**config.mk**
```make
export PLATFORM = sky130hd
export DESIGN_NAME = mc_sequencer
export DESIGN_NICKNAME = d
export VERILOG_FILES = /design/src/rtl/mc_sequencer.sv
export SDC_FILE = /design/constraint.sdc
export NUM_CORES = 1
export LEC_CHECK = 0
export BUFFER_PORTS_ARGS = -buffer_cell sky130_fd_sc_hd__clkbuf_2
export CAP_MARGIN = 25
export CELL_PAD_IN_SITES_DETAIL_PLACEMENT = 1
export CELL_PAD_IN_SITES_GLOBAL_PLACEMENT = 1
export CORE_MARGIN = 2
export CORE_UTILIZATION = 35
export CTS_CLUSTER_SIZE = 14
export DETAILED_ROUTE_END_ITERATION = 8
export PLACE_DENSITY = 0.86
export RECOVER_POWER = 100
export REMOVE_ABC_BUFFERS = 1
export SLEW_MARGIN = 5
export SYNTH_ARGS = -nofsm -noshare
export SYNTH_HDL_FRONTEND = slang
export SYNTH_SLANG_ARGS = --single-unit
```
**constraint.sdc**
```tcl
create_clock -name clock -period 1.38 [get_ports clock]
set_input_delay 0.069 -clock clock [delete_from_list [all_inputs] [get_ports clock]]
set_output_delay 0.069 -clock clock [all_outputs]
set_load 0.01 [all_outputs]
```
**src/rtl/mc_sequencer.sv**
```systemverilog
// Multi-cycle control sequencer: drives datapath selects through an FSM with
// memory request/ready handshakes, bounded waits, HALT/illegal-opcode traps and a retire counter.
module mc_sequencer #(
    parameter int WIDTH_OPCODE = 4,
    parameter int ALU_OP_WIDTH = 3,
    parameter int WAIT_LIMIT   = 15,
    parameter int COUNT_WIDTH  = 16
) (
    input  logic                    clock,
    input  logic                    reset,
    input  logic [WIDTH_OPCODE-1:0] opcode,
    input  logic                    zero,
    input  logic                    imem_ready,
    input  logic                    dmem_ready,
    output logic                    imem_req,
    output logic                    dmem_req,
    output logic                    IR_Write,
    output logic                    pc_write_enable,
    output logic                    RegWrite,
    output logic                    MemToReg,
    output logic                    Mem_Select,
    output logic                    Mem_Read_not_Write,
    output logic [1:0]              PC_Source,
    output logic                    alu_src_a,
    output logic [1:0]              alu_src_b,
    output logic [ALU_OP_WIDTH-1:0] ALUop,
    output logic                    halted,
    output logic                    error,
    output logic [COUNT_WIDTH-1:0]  instr_count,
    output logic [3:0]              state
);

    localparam int WCW = $clog2(WAIT_LIMIT + 1);

    localparam logic [WIDTH_OPCODE-1:0] OP_NOP  = WIDTH_OPCODE'(0);
    localparam logic [WIDTH_OPCODE-1:0] OP_ADD  = WIDTH_OPCODE'(1);
    localparam logic [WIDTH_OPCODE-1:0] OP_SUB  = WIDTH_OPCODE'(2);
    localparam logic [WIDTH_OPCODE-1:0] OP_AND  = WIDTH_OPCODE'(3);
    localparam logic [WIDTH_OPCODE-1:0] OP_OR   = WIDTH_OPCODE'(4);
    localparam logic [WIDTH_OPCODE-1:0] OP_ADDI = WIDTH_OPCODE'(5);
    localparam logic [WIDTH_OPCODE-1:0] OP_LW   = WIDTH_OPCODE'(6);
    localparam logic [WIDTH_OPCODE-1:0] OP_SW   = WIDTH_OPCODE'(7);
    localparam logic [WIDTH_OPCODE-1:0] OP_BEQ  = WIDTH_OPCODE'(8);
    localparam logic [WIDTH_OPCODE-1:0] OP_JMP  = WIDTH_OPCODE'(9);
    localparam logic [WIDTH_OPCODE-1:0] OP_HALT = '1;

    localparam logic [ALU_OP_WIDTH-1:0] ALU_ADD = ALU_OP_WIDTH'(0);
    localparam logic [ALU_OP_WIDTH-1:0] ALU_SUB = ALU_OP_WIDTH'(1);

    typedef enum logic [3:0] {
        S_RESET  = 4'd0,
        S_FETCH  = 4'd1,
        S_DECODE = 4'd2,
        S_EXEC_R = 4'd3,
        S_EXEC_I = 4'd4,
        S_WB_ALU = 4'd5,
        S_ADDR   = 4'd6,
        S_MEM    = 4'd7,
        S_WB_MEM = 4'd8,
        S_BRANCH = 4'd9,
        S_JUMP   = 4'd10,
        S_HALT   = 4'd11,
        S_ERROR  = 4'd12
    } state_t;

    state_t           state_q, state_d;
    logic [WCW-1:0]   wait_cnt;
    logic             timeout;
    logic             waiting;
    logic             retire;

    assign timeout = (wait_cnt == WCW'(WAIT_LIMIT));
    assign waiting = ((state_q == S_FETCH) && !imem_ready) ||
                     ((state_q == S_MEM)   && !dmem_ready);

    always_ff @(posedge clock) begin
        if (reset) begin
            state_q <= S_RESET;
        end else begin
            state_q <= state_d;
        end
    end

    // Counter is zero on every entry into FETCH/MEM because any non-waiting cycle clears it.
    always_ff @(posedge clock) begin
        if (reset || !waiting || timeout) begin
            wait_cnt <= '0;
        end else begin
            wait_cnt <= wait_cnt + WCW'(1);
        end
    end

    always_ff @(posedge clock) begin
        if (reset || (state_q == S_RESET)) begin
            instr_count <= '0;
        end else if (retire) begin
            instr_count <= instr_count + COUNT_WIDTH'(1);
        end
    end

    always_comb begin
        state_d = state_q;
        retire  = 1'b0;
        case (state_q)
            S_RESET:  state_d = S_FETCH;
            S_FETCH: begin
                if (imem_ready)   state_d = S_DECODE;
                else if (timeout) state_d = S_ERROR;
            end
            S_DECODE: begin
                case (opcode)
                    OP_NOP: begin
                        state_d = S_FETCH;
                        retire  = 1'b1;
                    end
                    OP_ADD, OP_SUB, OP_AND, OP_OR: state_d = S_EXEC_R;
                    OP_ADDI:                       state_d = S_EXEC_I;
                    OP_LW, OP_SW:                  state_d = S_ADDR;
                    OP_BEQ:                        state_d = S_BRANCH;
                    OP_JMP:                        state_d = S_JUMP;
                    OP_HALT:                       state_d = S_HALT;
                    default:                       state_d = S_ERROR;
                endcase
            end
            S_EXEC_R: state_d = S_WB_ALU;
            S_EXEC_I: state_d = S_WB_ALU;
            S_WB_ALU: begin
                state_d = S_FETCH;
                retire  = 1'b1;
            end
            S_ADDR:   state_d = S_MEM;
            S_MEM: begin
                if (dmem_ready) begin
                    if (opcode == OP_LW) begin
                        state_d = S_WB_MEM;
                    end else begin
                        state_d = S_FETCH;
                        retire  = 1'b1;
                    end
                end else if (timeout) begin
                    state_d = S_ERROR;
                end
            end
            S_WB_MEM, S_BRANCH, S_JUMP: begin
                state_d = S_FETCH;
                retire  = 1'b1;
            end
            S_HALT:   state_d = S_HALT;
            S_ERROR:  state_d = S_ERROR;
            default:  state_d = S_RESET;
        endcase
    end

    always_comb begin
        imem_req           = 1'b0;
        dmem_req           = 1'b0;
        IR_Write           = 1'b0;
        pc_write_enable    = 1'b0;
        RegWrite           = 1'b0;
        MemToReg           = 1'b0;
        Mem_Select         = 1'b0;
        Mem_Read_not_Write = 1'b1;
        PC_Source          = 2'd0;
        alu_src_a          = 1'b0;
        alu_src_b          = 2'd0;
        ALUop              = ALU_ADD;
        halted             = 1'b0;
        error              = 1'b0;
        case (state_q)
            S_RESET: begin
                pc_write_enable = 1'b1;
                PC_Source       = 2'd3;
            end
            S_FETCH: begin
                imem_req  = 1'b1;
                alu_src_b = 2'd1;
                if (imem_ready) begin
                    IR_Write        = 1'b1;
                    pc_write_enable = 1'b1;
                end
            end
            S_DECODE: alu_src_b = 2'd2;
            S_EXEC_R: begin
                alu_src_a = 1'b1;
                ALUop     = ALU_OP_WIDTH'(opcode - WIDTH_OPCODE'(1));
            end
            S_EXEC_I, S_ADDR: begin
                alu_src_a = 1'b1;
                alu_src_b = 2'd2;
            end
            S_WB_ALU: RegWrite = 1'b1;
            S_MEM: begin
                dmem_req           = 1'b1;
                Mem_Select         = 1'b1;
                Mem_Read_not_Write = (opcode == OP_LW);
            end
            S_WB_MEM: begin
                RegWrite = 1'b1;
                MemToReg = 1'b1;
            end
            S_BRANCH: begin
                alu_src_a = 1'b1;
                ALUop     = ALU_SUB;
                if (zero) begin
                    pc_write_enable = 1'b1;
                    PC_Source       = 2'd1;
                end
            end
            S_JUMP: begin
                pc_write_enable = 1'b1;
                PC_Source       = 2'd2;
            end
            S_HALT:  halted = 1'b1;
            S_ERROR: error  = 1'b1;
            default: ;
        endcase
    end

    assign state = state_q;

endmodule

```
* Yosys cells after proc, flatten, opt, wreduce, memory -nomap -nowiden
Cells that the tools add are included.
W data, S select, Z words.
** Word-level totals
- Input bits :: 9
- Register bits :: 24
- Logic and storage cells :: 75
** Cells by class
- Equality and inequality tests :: 23
- Reductions and logical operators :: 20
- Add/subtract/negate cells :: 3
- Multiplexer cells :: 26
** Operators with widths (number)
- $eq A4 B4 Y1 const B :: 9
- $eq A4 B3 Y1 const B :: 8
- $pmux W4 S8 :: 1
- $pmux W4 S7 :: 1
- $add A16 B1 Y16 const B :: 1
- $eq A4 B2 Y1 const B :: 4
- $mux W4 :: 4
- $mux W1 :: 15
- $reduce_or A4 Y1 :: 3
- $eq A4 B1 Y1 const B :: 2
- $logic_not A4 Y1 :: 2
- $reduce_or A2 Y1 :: 4
- $pmux W1 S3 :: 2
- $pmux W2 S3 :: 1
- $pmux W3 S2 :: 1
- $reduce_or A5 Y1 :: 1
- $add A4 B1 Y4 const B :: 1
- $logic_or A1 B1 Y1 :: 4
- $pmux W2 S2 :: 1
- $logic_not A1 Y1 :: 3
- $reduce_or A3 Y1 :: 1
- $sub A3 B1 Y3 const B :: 1
- $logic_and A1 B1 Y1 :: 2

* Longest topological paths before layout
Gate-level depths: netlist of run 1.
- Word-level depth :: 6
- Depth in mapped cells :: 7
- Depth with buffers taken out :: 6

* Worst setup path after synthesis of run 1
OpenSTA, ideal clock, no wires.
- Kind :: reg-to-reg
- Start point :: reg state_q[2] (netlist: state[2])
- End point :: reg instr_count[3]
- Cell stages (with the launch flop) :: 7
- Library setup time :: 72 ps
- Slack :: -168 ps
- Required time :: 1308 ps
- Data arrival time :: 1476 ps
- Path buffers :: 2
- Period minus slack after synthesis :: 1548 ps
- Path through :: dfxtp_1 buf_4 and2b_1 nand4_4 buf_2 a31oi_1 mux2i_1
** On the way
- Word-level cells in the longest chain between the ends :: 3
- Elaborated cells between the ends (all ways) :: 10
- Classes of those cells :: 6 x eq/ne; 1 x mux; 3 x reduce/logical
** RTL lines
- from (decl) :: line 66 : state_t state_q, state_d;
- from (signal assigned) :: line 80 : state_q <= state_d;
- $eq A4 B4 Y1 or $eq A4 B3 Y1 (tied branches) :: line 104 : case (state_q)
- $reduce_or A4 Y1 (no line)
- $pmux W1 S3 :: line 104
- to (signal assigned) :: line 97 : instr_count <= instr_count + COUNT_WIDTH'(1);
- to (decl) :: line 29 : output logic [COUNT_WIDTH-1:0] instr_count,
Several ways; a longest one is shown, not always the timed one.
A chain may end at the register's enable or synchronous reset.

* Worst setup path in the final report of run 1
- Start point :: reg state_q[3] (netlist: state[3])
- End point :: out pc_write_enable
** On the way
- Word-level cells in the longest chain between the ends :: 3
- Elaborated cells between the ends (all ways) :: 6
- Classes of those cells :: 3 x eq/ne; 1 x mux; 2 x reduce/logical
** RTL lines
- $eq A4 B4 Y1 or $logic_not A4 Y1 (tied branches) :: line 169 : case (state_q)
- $reduce_or A2 Y1 (no line)
- $pmux W1 S3 * :: line 169
- to (decl) :: line 18 : output logic pc_write_enable,
Every way passes the cells marked *; elsewhere a longest branch is shown, timed or not.

==> qor.yml, run 1 <==
ys_seq_elements: 24
slowest_delay_ps: 420
fin_tns_setup_ps: -13760
die_width_um: 78.13
grt_pass1_wl_um: 13830
number_of_antenna_violations_at_the_first_check_in_global_routing: 0
initialDrtViolationCount: 244
groute.usage.overall_pct: 28.62
ys_seq_area_share_pct: 24.98
highest_attainable_clock_frequency_mhz: 530.5
min_delay_worst_endpoint: "wait_cnt[2]"
worst_hold_path.num_cells: 2
worst-path-max-fanout: 8
totalWireLength_um: 12690
syn_inst: 249
setup_viol: 42
cts-buffers-inserted: 3
violations: "setup timing"
critical_path_cell_by_cell: "buf_6 > buf_12 > buf_6 > nand3_4 > a21oi_2 > nor2_1 > nor2_1 > buf_2"
p_total_uw: 2487
clock_sink_count: 24
antenna_left: 0
route.vias.total: 2731
crit_arrival_ps: 1820
io-pin-count: 47
start_util_pct: 36.95
die_h_um: 78.13
cts-root-to-sink-buffers: 2
routed_wire_length_per_instance_um: 29.43
placeableCoreArea_um2: 5205
dpl.hpwl_um: 4875
grt_setup_unrepaired: "true"
max_cap_violations: 0
post_synth_instance_area_um2: 1923
r2r-start: "state[0]"
io_buffers: 46
r2r-end: "instr_count[13]"
clock_edge_transition_at_the_registers_on_the_reported_setup_and_hold_paths_ps: 110
slew_headroom_pct: 62.64
ys_warn_count: 0
root_buffer: "sky130_fd_sc_hd__clkbuf_8"
route.detailed.drc: 0
leakage_power_uw: 0.001343
antenna_cells: 0
r2r_slack_ps: -490
place_congestion: 0.8225
post_synthesis_async_set_or_reset_flop_share_pct: 0
netlist_top_cells_area: "sky130_fd_sc_hd__dfxtp_1, sky130_fd_sc_hd__mux2i_1, sky130_fd_sc_hd__nand2b_1"
worstPathRequired_ps: 1310
final_design_area_no_fill_um2: 3477
most_common_cell_in_the_synthesized_netlist: "sky130_fd_sc_hd__nand2_1"
worst_slack_ps: -505.0
first_global_vias: 2577
crit_path_top_delay_cell: "sky130_fd_sc_hd__dfxtp_4"
cts_max_level: 1
postCtsHoldBufs: 0
synth-edff-count: 0
final_cycle_utilization_of_the_critical_path_pct: 136.6
post_route_cells_drive_above_1_share_pct: 52.91
timing.final.hold_violations: 0
die-area_um2: 6104
instances_no_fill: 431
fill_cells: 606
power.ir.vdd_worst_uv: 399.3
vias_per_cell: 6.336
netlist_top_cells_count: "sky130_fd_sc_hd__nand2_1, sky130_fd_sc_hd__dfxtp_1, sky130_fd_sc_hd__nor2_1, sky130_fd_sc_hd__nand2b_1"
status: "finished, violations left"
min-delay-path-class: "in -> reg"
layout.nets: 378
synth.lib_cells_used.distinct: 49
clock_insertion_delay_worst_skew_ps: 290
post-place-cells: 393
timing.final.max_slew_violations: 0
area_growth_syn_to_layout_pct: 80.81
synth.avg_cell_area_um2: 7.723
final-seq-area_um2: 493.0
multi_input_comb_area_um2: 1750
drt-pass1-iter-count: 5
setup.worst_path.class: "reg -> out"
synth_top_area_cell: "sky130_fd_sc_hd__dfxtp_1"
tritoncts: "built"
cellPowerDensity_nw_per_um2: 715.4
globalRouteOverflowTotal: 0
actual_slew_at_the_worst_max_slew_pin_ps: 552.5
placed_area_um2: 2514
rows: 26
clock_skew_ps: 12.39
synth_top_cell_area_share_pct: 24.98
finalWorstPathRequiredPeriod_ps: 1885
worst_r2r_path_depth: 5
critical_path.endpoint_type: "primary output"
synth_top_flop_cell: "sky130_fd_sc_hd__dfxtp_1"
setup.worst_path.start_class: "flip-flop"
post-place-ws_ps: -357.3
holdCritStartpoint: "reset"
grt_max_degree: 30
[report_power, final]
group / total (uW) / switching (uW) / internal, uW
Sequential: 740 / 29.7 / 711
Combinational: 1270 / 693 / 577
Clock: 477 / 280 / 197
[cell usage in the layout, fill, tap and decap left out, types with 3 or more instances in the layout]
| cell type | n |
|---|---|
| sky130_fd_sc_hd__ha_1 | 6 |
| sky130_fd_sc_hd__nor2_4 | 4 |
| sky130_fd_sc_hd__a31oi_4 | 7 |
| sky130_fd_sc_hd__clkbuf_8 | 3 |
| sky130_fd_sc_hd__buf_6 | 30 |
| sky130_fd_sc_hd__nor2_2 | 6 |
| sky130_fd_sc_hd__inv_1 | 6 |
| sky130_fd_sc_hd__clkbuf_2 | 18 |
| sky130_fd_sc_hd__buf_12 | 6 |
| sky130_fd_sc_hd__or2_4 | 3 |
| sky130_fd_sc_hd__buf_2 | 10 |
| sky130_fd_sc_hd__o21ai_1 | 3 |
| sky130_fd_sc_hd__nand2_1 | 23 |
| sky130_fd_sc_hd__buf_8 | 5 |
| sky130_fd_sc_hd__o21ai_0 | 7 |
| sky130_fd_sc_hd__a21oi_2 | 6 |
| sky130_fd_sc_hd__mux2i_1 | 13 |
| sky130_fd_sc_hd__clkbuf_1 | 16 |
| sky130_fd_sc_hd__nor2_1 | 13 |
| sky130_fd_sc_hd__buf_4 | 46 |
| sky130_fd_sc_hd__nand2b_1 | 16 |
| sky130_fd_sc_hd__dfxtp_1 | 20 |
| sky130_fd_sc_hd__dfxtp_4 | 3 |
| sky130_fd_sc_hd__a311oi_2 | 4 |
| sky130_fd_sc_hd__nand3_1 | 12 |
| sky130_fd_sc_hd__nor3_2 | 3 |
| sky130_fd_sc_hd__nand4_1 | 5 |
[worst max-delay path, delay by kind of cell, from the launching register on]
kind                   cells  cell delay, ps
AOI/OAI and AO/OA          1             150
buffers and inverters      4             570
DFF                        1             420
and+or+nand+nor            3             380
[how the worst max path moves through the flow]
stage	start	endpoint	slack (ps)
after global routing	state[3]	pc_write_enable	-560
final	state[3]	pc_write_enable	-500
after global placement	state[0]	instr_count[9]	-240
after CTS	state[3]	IR_Write	-290
after floorplan	state[3]	instr_count[0]	-940
after detailed placement	state[2]	instr_count[15]	-360
[stage by stage]
step           hold WS (ps)  util, %
6_report              77.67    66.80
5_1_grt               92.99    66.80
4_1_cts               62.99    56.83
3_5_place_dp          348.5    48.29
3_3_place_gp          337.0    48.29
2_1_floorplan         146.4        -
[registers in the layout (all words and copies together) (netlist names)]
signal / count
state: 4
wait_cnt: 4
instr_count: 16
[routing by layer]
| metal | track usage, % | wire [um] |
|---|---|---|
| met4 | 13.33 | 1023 |
| met1 | 33.24 | 4651 |
| met2 | 52.24 | 6182 |
| met5 | 0 | 0 |
| met3 | 3.218 | 827 |
[repair_timing]
action                                  CTS  global route
buffers inserted                         20            19
endpoints found under the setup margin   42            42
pin swaps                                17            27
gates resized for setup                  60           110
[cells by family (layout without fill, tap and decap cells)]
group / count (synthesis) / after routing / synth area share [%]
simple gates: 122 / 122 / 34.94
compound gates: 49 / 49 / 18.28
buf+inv: 29 / 141 / 8.198
flops: 24 / 24 / 24.98
mux: 15 / 15 / 7.872
fa+ha+maj: 6 / 6 / 3.904
xor+xnor: 4 / 4 / 1.822
[area by class of cell]
class,instances,area share [%]
Sequential cell,24,14.18
Multi-Input combinational cell,196,50.34
Timing Repair Buffer,131,31.02
Clock buffer,3,1.187
Tap cell,70,2.519
Inverter,7,0.7557
Power figures use the tool's default switching activity.
==> run 2, diff against run 1 <==
Settings changed: SKIP_CTS_REPAIR_TIMING set to 1.
==> qor.yml, run 2 (same netlist as run 1, synthesis figures left out) <==
status: "finished, violations left"
violations: "setup timing"
layout.nets: 367
share_clk_of_total_power_pct: 19.8
highest_attainable_clock_frequency_mhz: 533.6
die_width_um: 78.13
slew_headroom_pct: 63.95
cts-root-to-sink-buffers: 2
rows: 26
timing.final.max_slew_violations: 0
commonest_non_fill_non_tap_cells_in_the_layout: "sky130_fd_sc_hd__buf_4, sky130_fd_sc_hd__nand2_1, sky130_fd_sc_hd__dfxtp_1, sky130_fd_sc_hd__clkbuf_2, sky130_fd_sc_hd__nor2_1"
antenna_left: 0
die_h_um: 78.13
crit_buf_inv: 1
min-delay-path-class: "in -> reg"
first_global_vias: 2227
clock_edge_transition_at_the_registers_on_the_reported_setup_and_hold_paths_ps: 90
final_cycle_utilization_of_the_critical_path_pct: 135.8
die-area_um2: 6104
p_total_uw: 2273
clock_insertion_delay_worst_skew_ps: 280
slowest_delay_ps: 390
cell_internal_pwr_uw: 1404
leakage_power_uw: 0.001196
critical_path.endpoint_type: "flip-flop"
worst_slack_ps: -494.0
worst_path_dominant_cell_family: "compound AO/OA/AOI/OAI gates"
power_frac_comb_pct: 47.5
grt_setup_unrepaired: "true"
io-pin-count: 47
crit_arrival_ps: 2070
net-switching-power_uw: 868.9
drt-pass1-iter-count: 4
sw_frac_of_total_pct: 38.23
io_buffers: 46
whs_ps: 93.36
routed_wire_length_per_instance_um: 24.40
cts_max_level: 1
setup.worst_path.start_class: "flip-flop"
post_route_cells_drive_above_1_share_pct: 45.43
clock_sink_count: 24
max_cap_violations: 0
cts-buffers-inserted: 3
cellPowerDensity_nw_per_um2: 718.6
setup_viol: 41
actual_slew_at_the_worst_max_slew_pin_ps: 533.3
vias_per_cell: 6.014
largest_reg_flops: 16
place_congestion: 0.8225
worst-path-max-fanout: 7
crit_path_top_delay_cell: "sky130_fd_sc_hd__dfxtp_4"
root_buffer: "sky130_fd_sc_hd__clkbuf_8"
power.sequential.fraction_pct: 32.7
route.vias.total: 2526
dpl.hpwl_um: 4875
fill_cells: 625
initialDrtViolationCount: 235
setup.worst_path.class: "reg -> reg"
critical_path_cell_by_cell: "nor4b_4 > a32oi_4 > buf_6 > a31oi_1 > mux2i_1"
route.detailed.drc: 0
number_of_antenna_violations_at_the_first_check_in_global_routing: 0
worstPathRequired_ps: 1580
antenna_cells: 0
tritoncts: "built"
grt_max_degree: 30
clock_skew_ps: 4.497
commonest_non_fill_non_tap_cell_in_the_layout: "sky130_fd_sc_hd__buf_4"
globalRouteOverflowTotal: 0
area_growth_syn_to_layout_pct: 64.48
grt_pass1_wl_um: 10340
start_util_pct: 36.95
groute.usage.overall_pct: 20.46
timing.final.hold_violations: 0
regMostFlops: "instr_count"
finalWorstPathRequiredPeriod_ps: 1874
power.ir.vdd_worst_uv: 407.1
totalWireLength_um: 10250
placeableCoreArea_um2: 5205
==> run 2: cell type report <==
class,count,area [um^2],area share (%)
sequential,24,495.5,15.66
inverter,7,26.28,0.8307
clock buffer,3,41.29,1.305
timing repair buffer,119,910.9,28.80
multi-input combinational,197,1602,50.63
tap,70,87.58,2.769
==> run 2: worst paths after layout <==
path / slack [ps] / from / end / cells past startpoint
hold / removal: 90 / reset / wait_cnt[2] / 2
setup / recovery: -490 / state[2] / instr_count[12] / 5
hold reg to reg: 500 / instr_count[15] / instr_count[15] / 2
setup reg to reg: -490 / state[2] / instr_count[12] / 5
==> run 2: metrics by stage <==
step           setup TNS [ps]  instances  utilization, %  area (um^2)  setup slack, ps
3_5_place_dp            -7294        393           48.29         2514           -357.3
6_report               -11270        420           60.77         3163           -494.0
5_1_grt                -12760        420           60.77         3163           -500.1
3_3_place_gp            -4576        393           48.29         2514           -238.7
4_1_cts                -12790        396           49.09         2555           -499.8
2_1_floorplan          -17680        227               -         1792           -938.9
==> run 2: metal layers <==
metal / vias up / wire [um] / GRT usage (%)
met1: 1255 / 3993 / 24.36
met2: 113 / 5339 / 38.19
li1: 1107 / - / -
met3: 51 / 377 / 1.839
met5: - / 0 / 0
met4: 0 / 538 / 7.018
==> run 2: power groups by stage <==
stage	sequential [uW]	combinational, uW	clock, uW
after floorplan	790	301	0
after global placement	746	644	0
after detailed placement	750	679	0
after CTS	734	684	424
after global routing	745	1130	467
final	743	1080	450
